`src/rtl/mem_requester_pkg.sv`:
```
// mem_requester shared types and constants.
// Widths, FSM encodings and the request payload bundle.
package mem_requester_pkg;

  localparam int LEN_MEM_ADDR = 32;
  localparam int LEN_WORD     = 32;

  localparam logic IO_READ  = 1'b0;
  localparam logic IO_WRITE = 1'b1;

  typedef enum logic [1:0] {
    MREQ_IDLE  = 2'd0,
    MREQ_ORDER = 2'd1,
    MREQ_WAIT  = 2'd2
  } mreq_state_e;

  typedef struct packed {
    logic                    write;
    logic [LEN_MEM_ADDR-1:0] addr;
    logic [LEN_WORD-1:0]     wdata;
  } mreq_t;

  localparam mreq_t MREQ_NONE = '{
    write: IO_READ,
    addr:  '0,
    wdata: '0
  };

endpackage

```
`src/rtl/mem_req_slot.sv`:
```
// One-entry holding register for the pending request.
// Push wins over pop so a drain and refill can share a cycle.
module mem_req_slot
  import mem_requester_pkg::*;
(
  input  logic  clk,
  input  logic  rstn,
  input  logic  push_i,
  input  logic  pop_i,
  input  mreq_t data_i,
  output logic  full_o,
  output mreq_t data_o
);

  logic  full_q, full_d;
  mreq_t data_q, data_d;

  // next occupancy and payload
  always_comb begin
    full_d = full_q;
    data_d = data_q;
    if (push_i) begin
      full_d = 1'b1;
      data_d = data_i;
    end else if (pop_i) begin
      full_d = 1'b0;
    end
  end

  // slot registers
  always_ff @(posedge clk) begin
    if (!rstn) begin
      full_q <= 1'b0;
      data_q <= MREQ_NONE;
    end else begin
      full_q <= full_d;
      data_q <= data_d;
    end
  end

  assign full_o = full_q;
  assign data_o = data_q;

endmodule

```
`src/rtl/mem_requester.sv`:
```
// Memory port initiator: one access in flight plus one pending.
// Optional watchdog enabled by defining MEM_REQ_TIMEOUT_EN.
module mem_requester
  import mem_requester_pkg::*;
#(
  parameter int unsigned TIMEOUT_CYCLES = 1024
)
(
  input  logic                    clk,
  input  logic                    rstn,
  input  logic                    req_valid,
  output logic                    req_ready,
  input  logic                    req_write,
  input  logic [LEN_MEM_ADDR-1:0] req_addr,
  input  logic [LEN_WORD-1:0]     req_wdata,
  output logic                    resp_valid,
  output logic                    resp_write,
  output logic [LEN_WORD-1:0]     resp_rdata,
  output logic                    busy,
  output logic                    order,
  output logic                    io,
  output logic [LEN_MEM_ADDR-1:0] address,
  output logic [LEN_WORD-1:0]     i_data,
  input  logic                    accepted,
  input  logic                    accessed,
  input  logic [LEN_WORD-1:0]     o_data,
  output logic                    timeout_err
);

  mreq_state_e         state_q, state_d;
  mreq_t               act_q, act_d;
  mreq_t               req_in, slot_data;
  logic                slot_full, slot_push, slot_pop;
  logic                resp_valid_q, resp_valid_d;
  logic                resp_write_q, resp_write_d;
  logic [LEN_WORD-1:0] resp_rdata_q, resp_rdata_d;
  logic                xfer, done, tmo_hit, finish;

  assign req_in = '{write: req_write, addr: req_addr, wdata: req_wdata};
  assign req_ready = !slot_full;
  assign xfer = req_valid & req_ready;
  assign done = accessed &
                ((state_q == MREQ_WAIT) |
                 ((state_q == MREQ_ORDER) & accepted));
  assign finish = done | tmo_hit;

  mem_req_slot u_slot (
    .clk    (clk),
    .rstn   (rstn),
    .push_i (slot_push),
    .pop_i  (slot_pop),
    .data_i (req_in),
    .full_o (slot_full),
    .data_o (slot_data)
  );

  // next state, active request and response
  always_comb begin
    state_d      = state_q;
    act_d        = act_q;
    resp_valid_d = 1'b0;
    resp_write_d = resp_write_q;
    resp_rdata_d = resp_rdata_q;
    slot_push    = 1'b0;
    slot_pop     = 1'b0;
    unique case (state_q)
      MREQ_IDLE: begin
        if (xfer) begin
          act_d   = req_in;
          state_d = MREQ_ORDER;
        end
      end
      MREQ_ORDER: begin
        if (accepted && !accessed) state_d = MREQ_WAIT;
      end
      MREQ_WAIT: ;
      default: state_d = MREQ_IDLE;
    endcase
    if (state_q != MREQ_IDLE) begin
      if (finish) begin
        resp_valid_d = 1'b1;
        resp_write_d = act_q.write;
        if (!done) resp_rdata_d = '0;
        else if (act_q.write == IO_READ) resp_rdata_d = o_data;
        if (slot_full) begin
          act_d     = slot_data;
          slot_pop  = 1'b1;
          slot_push = xfer;
          state_d   = MREQ_ORDER;
        end else if (xfer) begin
          act_d   = req_in;
          state_d = MREQ_ORDER;
        end else begin
          state_d = MREQ_IDLE;
        end
      end else begin
        slot_push = xfer;
      end
    end
  end

  // state and output registers
  always_ff @(posedge clk) begin
    if (!rstn) begin
      state_q      <= MREQ_IDLE;
      act_q        <= MREQ_NONE;
      resp_valid_q <= 1'b0;
      resp_write_q <= 1'b0;
      resp_rdata_q <= '0;
    end else begin
      state_q      <= state_d;
      act_q        <= act_d;
      resp_valid_q <= resp_valid_d;
      resp_write_q <= resp_write_d;
      resp_rdata_q <= resp_rdata_d;
    end
  end

`ifdef MEM_REQ_TIMEOUT_EN
  localparam int CW = $clog2(TIMEOUT_CYCLES + 1);

  logic [CW-1:0] cnt_q, cnt_d;
  logic          tmo_err_q;

  assign tmo_hit = (state_q != MREQ_IDLE) &&
                   (cnt_q == CW'(TIMEOUT_CYCLES - 1));

  // cycles spent in the current busy state
  always_comb begin
    cnt_d = cnt_q + 1'b1;
    if (state_q == MREQ_IDLE || state_d != state_q || finish)
      cnt_d = '0;
  end

  // watchdog counter and sticky error
  always_ff @(posedge clk) begin
    if (!rstn) begin
      cnt_q     <= '0;
      tmo_err_q <= 1'b0;
    end else begin
      cnt_q     <= cnt_d;
      tmo_err_q <= tmo_err_q | tmo_hit;
    end
  end

  assign timeout_err = tmo_err_q;
`else
  assign tmo_hit     = 1'b0;
  assign timeout_err = 1'b0;
`endif

  assign order      = (state_q == MREQ_ORDER);
  assign io         = act_q.write;
  assign address    = act_q.addr;
  assign i_data     = act_q.wdata;
  assign busy       = (state_q != MREQ_IDLE) | slot_full;
  assign resp_valid = resp_valid_q;
  assign resp_write = resp_write_q;
  assign resp_rdata = resp_rdata_q;

endmodule

```
`config.mk`:
```
export PLATFORM = sky130hd
export DESIGN_NAME = mem_requester
export DESIGN_NICKNAME = d
export VERILOG_FILES = /design/src/rtl/mem_requester_pkg.sv /design/src/rtl/mem_req_slot.sv /design/src/rtl/mem_requester.sv
export SDC_FILE = /design/constraint.sdc
export NUM_CORES = 1
export LEC_CHECK = 0
export CAP_MARGIN = 10
export CORE_MARGIN = 5
export CORE_UTILIZATION = 51
export CTS_BUF_LIST = sky130_fd_sc_hd__clkbuf_4 sky130_fd_sc_hd__clkbuf_8 sky130_fd_sc_hd__clkbuf_16
export DETAILED_ROUTE_END_ITERATION = 16
export PLACE_DENSITY = 0.87
export SLEW_MARGIN = 0
export SYNTH_ARGS = -nofsm -noshare
export SYNTH_HDL_FRONTEND = slang
export SYNTH_HIERARCHICAL = 1
export SYNTH_SLANG_ARGS = --single-unit
```
`constraint.sdc`:
```
create_clock -name clk -period 4.2 [get_ports clk]
set_clock_uncertainty 0.1 [all_clocks]
set_input_delay 0.84 -clock clk [delete_from_list [all_inputs] [get_ports clk]]
set_output_delay 0.84 -clock clk [all_outputs]
set_load 0.03 [all_outputs]
```
# Yosys cells after proc, flatten, opt, wreduce, memory -nomap -nowiden
# Index checks and enable logic that the tools add are counted.
# classes
n_eq_ne	2
muxes	22
bitwise_logic	6
reduce_logical	9
# op_table
cell	count
$mux W65	6
$mux W1	11
$mux W2	4
$pmux W2 S3	1
$reduce_and A2 Y1	2
$reduce_bool A2 Y1	2
$and A1 B1 Y1	3
$reduce_and A3 Y1	1
$eq A2 B1 Y1 const B	1
$eq A2 B2 Y1 const B	1
$logic_not A1 Y1	2
$logic_not A2 Y1	1
$or A1 B1 Y1	2
$logic_and A1 B1 Y1	1
$not A1 Y1	1
# totals
reg_bits	167
input_bits	102
out_inout_bits	103
elab_cells	50

# Longest topological paths before layout
# Gate-level depths: netlist (run 1).
# depth
word_depth	8
ltp_mapped	9
mapped_depth_nobuf	5

# By module
# The synthesis (run 1) kept the hierarchy.
# modules_own_cells
mod	n_inst	cells_per_inst	area_per_inst_um2	seq_area_each_um2
mem_requester	1	433	4251.6	2021.9
mem_req_slot	1	213	2542.4	1321.3

# Worst setup path before layout (run 1)
# Ideal clock, no wire load.
# synth_timing
kind	in2reg
start	input port req_valid
end	register act_q (netlist bit i_data[4])
setup_ps	123
t_arrival_ps	2059
t_required_ps	3977
setup_slack_ps	1919
stages	6
n_path_buf	2
path_cell_list	buf_2 -> and2b_1 -> nor3b_4 -> nor3_2 -> buf_6 -> a221o_2
# synth_via
elab_chain_len	7
# synth_rtl
item	line_no	rtl
start: declaration	mem_requester.sv:11	input logic req_valid,
$and A1 B1 Y1 *	mem_requester.sv:41	assign xfer = req_valid & req_ready;
$mux W65	mem_requester.sv:68	if (xfer) begin
$mux W65	mem_requester.sv:66	unique case (state_q)
$mux W65	mem_requester.sv:90	end else if (xfer) begin
$mux W65	mem_requester.sv:85	if (slot_full) begin
$mux W65	mem_requester.sv:80	if (finish) begin
$mux W65 *	mem_requester.sv:79	if (state_q != MREQ_IDLE) begin
end signal: assignment	mem_requester.sv:112	act_q <= act_d;
end: declaration	mem_requester.sv:31	mreq_t act_q, act_d;
# Mark *: on every way between the ends. The rest lies on a longest branch, timed or not.
# A chain may end at the register's enable or synchronous reset.

# Final worst setup path (run 1)
# layout_timing
start	input port req_valid
end	register act_q (netlist bit address[24])
# Same word-level chain as after synthesis.

==> metrics.txt, run 1 <==
top cells by count, synth=dfxtp_1 (167), mux2i_1 (90), nor2b_1 (68), nand2_1 (66), and2_2 (48); Post-CTS Resized=0; Max FO, Critical Path=34; worst min-delay path startpoint=resp_rdata[16]$_SDFFE_PN0P_; slowest CP cell=nor3_4; global-route wire length before repair=around 28000 um; fmax=0.330 GHz; CP max stage delay=around 0.66 ns; Reg power frac=0.445; RSZ-0062 raised after global routing=false; Ports=slightly above 200; Initial DRC Count=370; Setup crit end kind=flop; maximum vdd drop=0.218 mV; CTS Buffer Depth=2; Most used DFF post-synth=dfxtp_1; origin of the critical flop-to-flop path=u_slot/full_o$_SDFFE_PN0P_; top cell type by total area after synthesis=dfxtp_1; fraction of layout cells with a size suffix above 1=0.134; vias in the first global route=between 5000 and 6000; post-synthesis sequential area ratio=0.492; Post-CTS Hold Buffers=0; DR DRC count=0; Yosys cell types=37; top post-synthesis cells by area=dfxtp_1 (49%), mux2i_1 (13%), nor2b_1 (6.3%), a221o_1 (6.2%), and2_2 (5.3%); switching power share of the total=0.250; Setup TNS=0 ns; Hold Crit Class=flop to flop; R2R depth=6; Tot Pwr=between 0.003 and 0.004 W; die area=0.0157 mm2; final antenna-violating net count=0; antenna cells=0; core box area=~0.013 mm2; final setup vio count=0; worst skew pair latency=between 0.4 and 0.5 ns; Clk pwr share=0.395; setup bufs post-CTS=0; CP Cell Sequence=clkdlybuf4s50_1 -> and2b_1 -> nor3b_4 -> buf_4 -> nor3_4 -> buf_4 -> a221o_1; antenna violations before repair=0; Tcrit/Tclk final=0.722; Die Y-Extent=approximately 130 um; port bufs=roughly 200; Initial Util=0.517; DR vias=~5400; async set-reset flop share out of synthesis=0; clock sinks=between 150 and 200; CTS tree=built; fin. max-slew vios=0; # rows=42; crit start category=input pin; EDFF count, synth=0; GPL Wtd Cong=~0.9; Mapped Cells=between 600 and 700; P_leak=3.43 nW; Yosys warning total=6; Synth Register Bits=167; global route overflow=0; CTS Buf Count=17; crit path time final=3.03 ns; Slew @ Worst Pin=between 0.8 and 0.9 ns; top-area cell type share of the netlist area=0.492; Fin. Hold Viols=0; count leader, synth=dfxtp_1; critical path type=input pin to flop; Chip Width=between 100 and 150 um; sw power=about 0.00097 W; H-tree levels=4; outcome=completed; FF-to-FF setup slack=roughly 1.4 ns; syn avg cell area=about 11 um2; CP most frequent cell=buf_4; router iterations before antenna repair=4; CP Data Required Time=4.45 ns; P&R area growth vs syn=38.2%; Nets=930; Pwr Density=~410 mW/mm2; crit path DAT=between 3 and 4 ns; largest net degree at the start of global routing=64; logic gate share of total power=0.160; reg-to-reg critical path endpoint=address[24]$_SDFF_PN0_; max_cap viols=0; worst hold margin=0.354 ns; Worst slew margin=0.439; Worst Hold Depth=2; drt wl/cell=17.2 um; Vias/cell=approximately 5.3; CTS clock-pin slew for the worst setup and hold paths=about 0.06 ns; DP HPWL=approximately 12000 um; Worst Hold End=resp_rdata[16]$_SDFFE_PN0P_; Global Route Usage Sum=0.218; Post-Syn Nets=~750; Root Buffer=clkbuf_16; Post-Route WL=~18000 um; Cell Area, Synth=0.00679 mm2; cell-internal power=roughly 0.0029 W
==> registers in the layout, indices dropped and copies added, names as in the netlist <==
name,flops
state_q,2
i_data,32
u_slot/data_o,65
u_slot/full_o,1
resp_write,1
io,1
resp_rdata,32
address,32
resp_valid,1
==> metrics by stage <==
| stage | setup WS [ns] | area (um2) | cells | utilization |
|---|---|---|---|---|
| 2_1_floorplan | 1.92 | 6790 | 646 | - |
| 3_3_place_gp | 0.841 | 8800 | 985 | 0.670 |
| 3_5_place_dp | 0.756 | 8800 | 985 | 0.670 |
| 4_1_cts | 1.18 | 9390 | 1017 | 0.715 |
| 5_1_grt | 1.08 | 9390 | 1017 | 0.715 |
| 6_report | 1.17 | 9390 | 1017 | 0.715 |
==> placed cells by master (no fill, tap or decap), types with 2 or more instances in the layout <==
| cell type | synthesis | final |
|---|---|---|
| nor2b_1 | 68 | 68 |
| a221o_1 | 42 | 42 |
| clkinv_2 | 0 | 6 |
| clkbuf_16 | 0 | 17 |
| a211oi_1 | 3 | 3 |
| nor2_1 | 15 | 14 |
| clkbuf_8 | 0 | 3 |
| and2_1 | 7 | 6 |
| buf_4 | 7 | 9 |
| bufinv_16 | 0 | 2 |
| dfxtp_1 | 167 | 167 |
| nand2_1 | 66 | 66 |
| o22ai_1 | 12 | 12 |
| clkdlybuf4s50_1 | 0 | 202 |
| o21a_1 | 2 | 2 |
| inv_1 | 3 | 3 |
| a221o_2 | 11 | 11 |
| and2b_1 | 2 | 2 |
| mux2i_1 | 90 | 90 |
| clkbuf_4 | 0 | 3 |
| and2_2 | 48 | 48 |
| a21oi_1 | 45 | 45 |
==> cells by family (layout without fill, tap and decap cells) <==
kind of cell / count (synthesis) / after routing / share of synthesized area
mux: 90 / 90 / 0.133
other cells: 1 / 1 / 0.000552
buf+inv: 54 / 249 / 0.0536
compound gates: 121 / 121 / 0.141
simple gates: 213 / 213 / 0.180
flops: 167 / 167 / 0.492
==> how the worst max path moves through the flow <==
stage / start / to / cells after the start
floorplan: req_valid / i_data[4]$_SDFF_PN0_ / 6
global placement: req_valid / i_data[4]$_SDFF_PN0_ / 7
detailed placement: req_valid / address[24]$_SDFF_PN0_ / 7
CTS: req_valid / address[24]$_SDFF_PN0_ / 7
global route: req_valid / address[30]$_SDFF_PN0_ / 7
finish: req_valid / address[24]$_SDFF_PN0_ / 7
==> per-layer routing <==
layer  wire length [um]  share of wire  up-vias  global-route usage
met5                  0              0        -                   0
met4                309          0.018        0              0.0784
met3               1110          0.063       23              0.0682
met2               8700           0.50      196               0.371
met1               7410           0.42     2539               0.258
li1                   -              -     2629                   -
==> worst max-delay path, delay by kind of cell <==
kind	cells	cell delay [ns]
buffers and inverters	3	1.18
AND/OR/NAND/NOR	3	1.02
AO/OA/AOI/OAI	1	0.24
==> layout make-up <==
cell class                 instances  area [um2]
timing repair buffer             213        2110
tap                              176         220
clock buffer                      23         489
clock inverter                     9        98.8
inverter                           4        15.0
multi-input combinational        425        3110
sequential                       167        3340
fill                             970        3750
==> power groups by stage <==
stage          clock network (W)  registers, W  logic [W]
2_1_floorplan                  0       0.00186   0.000245
3_3_place_gp                   0       0.00175   0.000606
3_5_place_dp                   0       0.00175   0.000620
4_1_cts                  0.00155       0.00172   0.000624
5_1_grt                  0.00163       0.00173   0.000657
6_report                 0.00153       0.00172   0.000621
Note: power is estimated with default switching activity, not from simulation.
==> run 2: changes to the inputs <==
CORE_UTILIZATION = 42   (was 51)
PLACE_DENSITY = 0.77   (was 0.87)
clock period = 2.5 ns   (was 4.2 ns; I/O delays follow)
==> run 2 against run 1 <==
Net effect:
- final cell count rose by 4.7%
- non-clock buffer count rose by 8
- cell area rose by 1.7%
- via count fell by 0.87%
- count of clock-buffer cells in the layout fell by 4
- first-iteration DRC count fell by 64%
- global-route usage fell by 3.6 points
- register-to-register slack got worse by 0.87 ns
- largest power group unchanged
- clock power rose by 66%
- critical path depth fell by 5
- sequential cell count did not move
==> metrics.txt, run 2 (synthesized netlist as in run 1, its figures left out) <==
multi-input logic area=0.00311 mm2 (unchanged); crit path DAT=1.82 ns (was 3.29 ns); final antenna-violating net count=0 (unchanged); DR vias=5340 (was 5387); non-filler cells, final=1065 (was 1017); sw power=0.00173 W (was 0.000967 W); Initial DRC Count=133 (was 370); Placed Cells=1033 (was 985); fmax=~0.41 GHz; Tcrit/Tclk final=0.968; crit path time final=2.42 ns; Final Util=0.601 (was 0.715); core box area=0.0159 mm2 (was 0.0131 mm2); CP max stage delay=0.68 ns (was 0.66 ns); Fillers=1405 (was 970); CTS tree=built (unchanged); logic gate share of total power=0.164 (was 0.160); Setup crit end kind=primary output (was flop); slowest CP cell=clkdlybuf4s50_1 (was nor3_4); vias in the first global route=5350 (was 5555); DP HPWL=11700 um (was 12000 um); Initial Util=0.428 (was 0.517); Post-CTS Hold Buffers=0 (unchanged); CTS clock-pin slew for the worst setup and hold paths=0.07 ns (was 0.06 ns); Reg power frac=0.444 (was 0.445); Root Buffer=clkbuf_16 (unchanged); Vias/cell=5.01 (was 5.30); critical path type=flop to primary output (was input pin to flop); largest net degree at the start of global routing=69 (was 64); Setup TNS=0 ns (unchanged); outcome=completed (unchanged); global route overflow=0 (unchanged); Die Y-Extent=137 um (was 125 um); CP Cell Sequence=and2b_1 -> clkdlybuf4s50_1 (was clkdlybuf4s50_1 -> and2b_1 -> nor3b_4 -> buf_4 -> nor3_4 -> buf_4 -> a221o_1); Hold Crit Class=flop to flop (unchanged); antenna violations before repair=1 (was 0); cell-internal power=0.00476 W (was 0.00291 W); Nets=938 (was 930); Pwr Density=680 mW/mm2 (was 413 mW/mm2); FF-to-FF setup slack=0.49 ns (was 1.36 ns); global-route wire length before repair=26800 um (was 28000 um); max_cap viols=0 (unchanged); DR DRC count=0 (unchanged); GPL Wtd Cong=0.735 (was 0.876); Clk pwr share=0.392 (was 0.395); Global Route Usage Sum=0.182 (was 0.218); CTS Buf Count=17 (unchanged); Largest register FFs=65 (unchanged); final setup vio count=0 (unchanged); Worst slew margin=0.602 (was 0.439); Slew @ Worst Pin=0.597 ns (was 0.839 ns); Max FO, Critical Path=8 (was 34); fraction of layout cells with a size suffix above 1=0.144 (was 0.134); CTS Buffer Depth=2 (unchanged); Chip Width=137 um (was 125 um); drt wl/cell=16.3 um (was 17.2 um); Ports=205 (unchanged); P&R area growth vs syn=40.5% (was 38.2%); CP Data Required Time=1.90 ns (was 4.45 ns); die area=0.0188 mm2 (was 0.0157 mm2); Post-CTS Resized=0 (unchanged); most frequent cells in the layout=clkdlybuf4s50_1 (201), dfxtp_1 (167), mux2i_1 (90) (was clkdlybuf4s50_1 (202), dfxtp_1 (167), mux2i_1 (90)); switching power share of the total=0.266 (was 0.250); worst skew pair latency=0.42 ns (was 0.41 ns); sequential cell area=0.00334 mm2 (unchanged); fin. max-slew vios=0 (unchanged); clock sinks=167 (unchanged); # rows=46 (was 42); P_leak=3.47 nW (was 3.43 nW); Post-Route WL=17300 um (was 17500 um); maximum vdd drop=0.465 mV (was 0.218 mV); most common cell after layout, fill and taps aside=clkdlybuf4s50_1 (unchanged); port bufs=203 (unchanged); H-tree levels=4 (unchanged); setup bufs post-CTS=0 (unchanged); antenna cells=0 (unchanged); crit start category=flop (was input pin); RSZ-0062 raised after global routing=false (unchanged); router iterations before antenna repair=4 (unchanged); Fin. Hold Viols=0 (unchanged)
-- run 2: changes by cell type in the layout (fill, tap and decap cells not counted), sizes merged --
cell           delta
inv               +4
buf               +9
clkbuf            -4
bufinv            -1
clkinv            +1
clkdlybuf4s50     -1
-- run 2: metrics by stage --
step / cell area (um2) / setup WS (ns) / total power, W / hold slack, ns
CTS: 9540 / 0.0599 / 0.00655 / 0.356
floorplan: 6790 / 0.559 / 0.00353 / 0.374
detailed placement: 8970 / -0.0237 / 0.00401 / 0.347
finish: 9540 / 0.0794 / 0.00649 / 0.354
global route: 9540 / 0.0186 / 0.00673 / 0.376
global placement: 8970 / 0.0207 / 0.00400 / 0.341
-- run 2: cell type report --
class | count | share of cell area
multi-input combinational | 425 | 0.326
inverter | 4 | 0.00157
timing repair buffer | 221 | 0.234
tap | 216 | 0.0283
clock buffer | 19 | 0.0475
sequential | 167 | 0.350
clock inverter | 13 | 0.0126
-- run 2: worst paths after layout --
| path | start | endpoint | depth (start not counted) |
|---|---|---|---|
| hold reg to reg | resp_rdata[22]$_SDFFE_PN0P_ | resp_rdata[22]$_SDFFE_PN0P_ | 2 |
| setup / recovery | state_q[0]$_SDFF_PN0_ | order | 2 |
| hold / removal | resp_rdata[22]$_SDFFE_PN0P_ | resp_rdata[22]$_SDFFE_PN0P_ | 2 |
| setup reg to reg | state_q[1]$_SDFF_PN0_ | u_slot/data_o[59]$_SDFFE_PN0P_ | 6 |
-- run 2: worst max-delay path, delay by kind of cell (launching register included) --
kind / cells / cell delay [ns]
buf+inv: 1 / 0.68
flops: 1 / 0.54
simple gates: 1 / 0.17
-- run 2: power by group through the flow --
| stage | Combinational, W | Sequential [W] | Clock (W) |
|---|---|---|---|
| 2_1_floorplan | 0.000412 | 0.00312 | 0 |
| 3_3_place_gp | 0.00106 | 0.00294 | 0 |
| 3_5_place_dp | 0.00107 | 0.00294 | 0 |
| 4_1_cts | 0.00108 | 0.00288 | 0.00259 |
| 5_1_grt | 0.00113 | 0.00290 | 0.00270 |
| 6_report | 0.00106 | 0.00288 | 0.00254 |
-- run 2: layer usage --
layer  global-route usage  routed length, um  vias up  part of all wire
met5                    0                 19        -            0.0011
met4               0.0748                308        2             0.018
met3               0.0595               1380       25             0.080
met2                0.303               8260      165              0.48
met1                0.217               7360     2513              0.42
li1                     -                  -     2635                 -
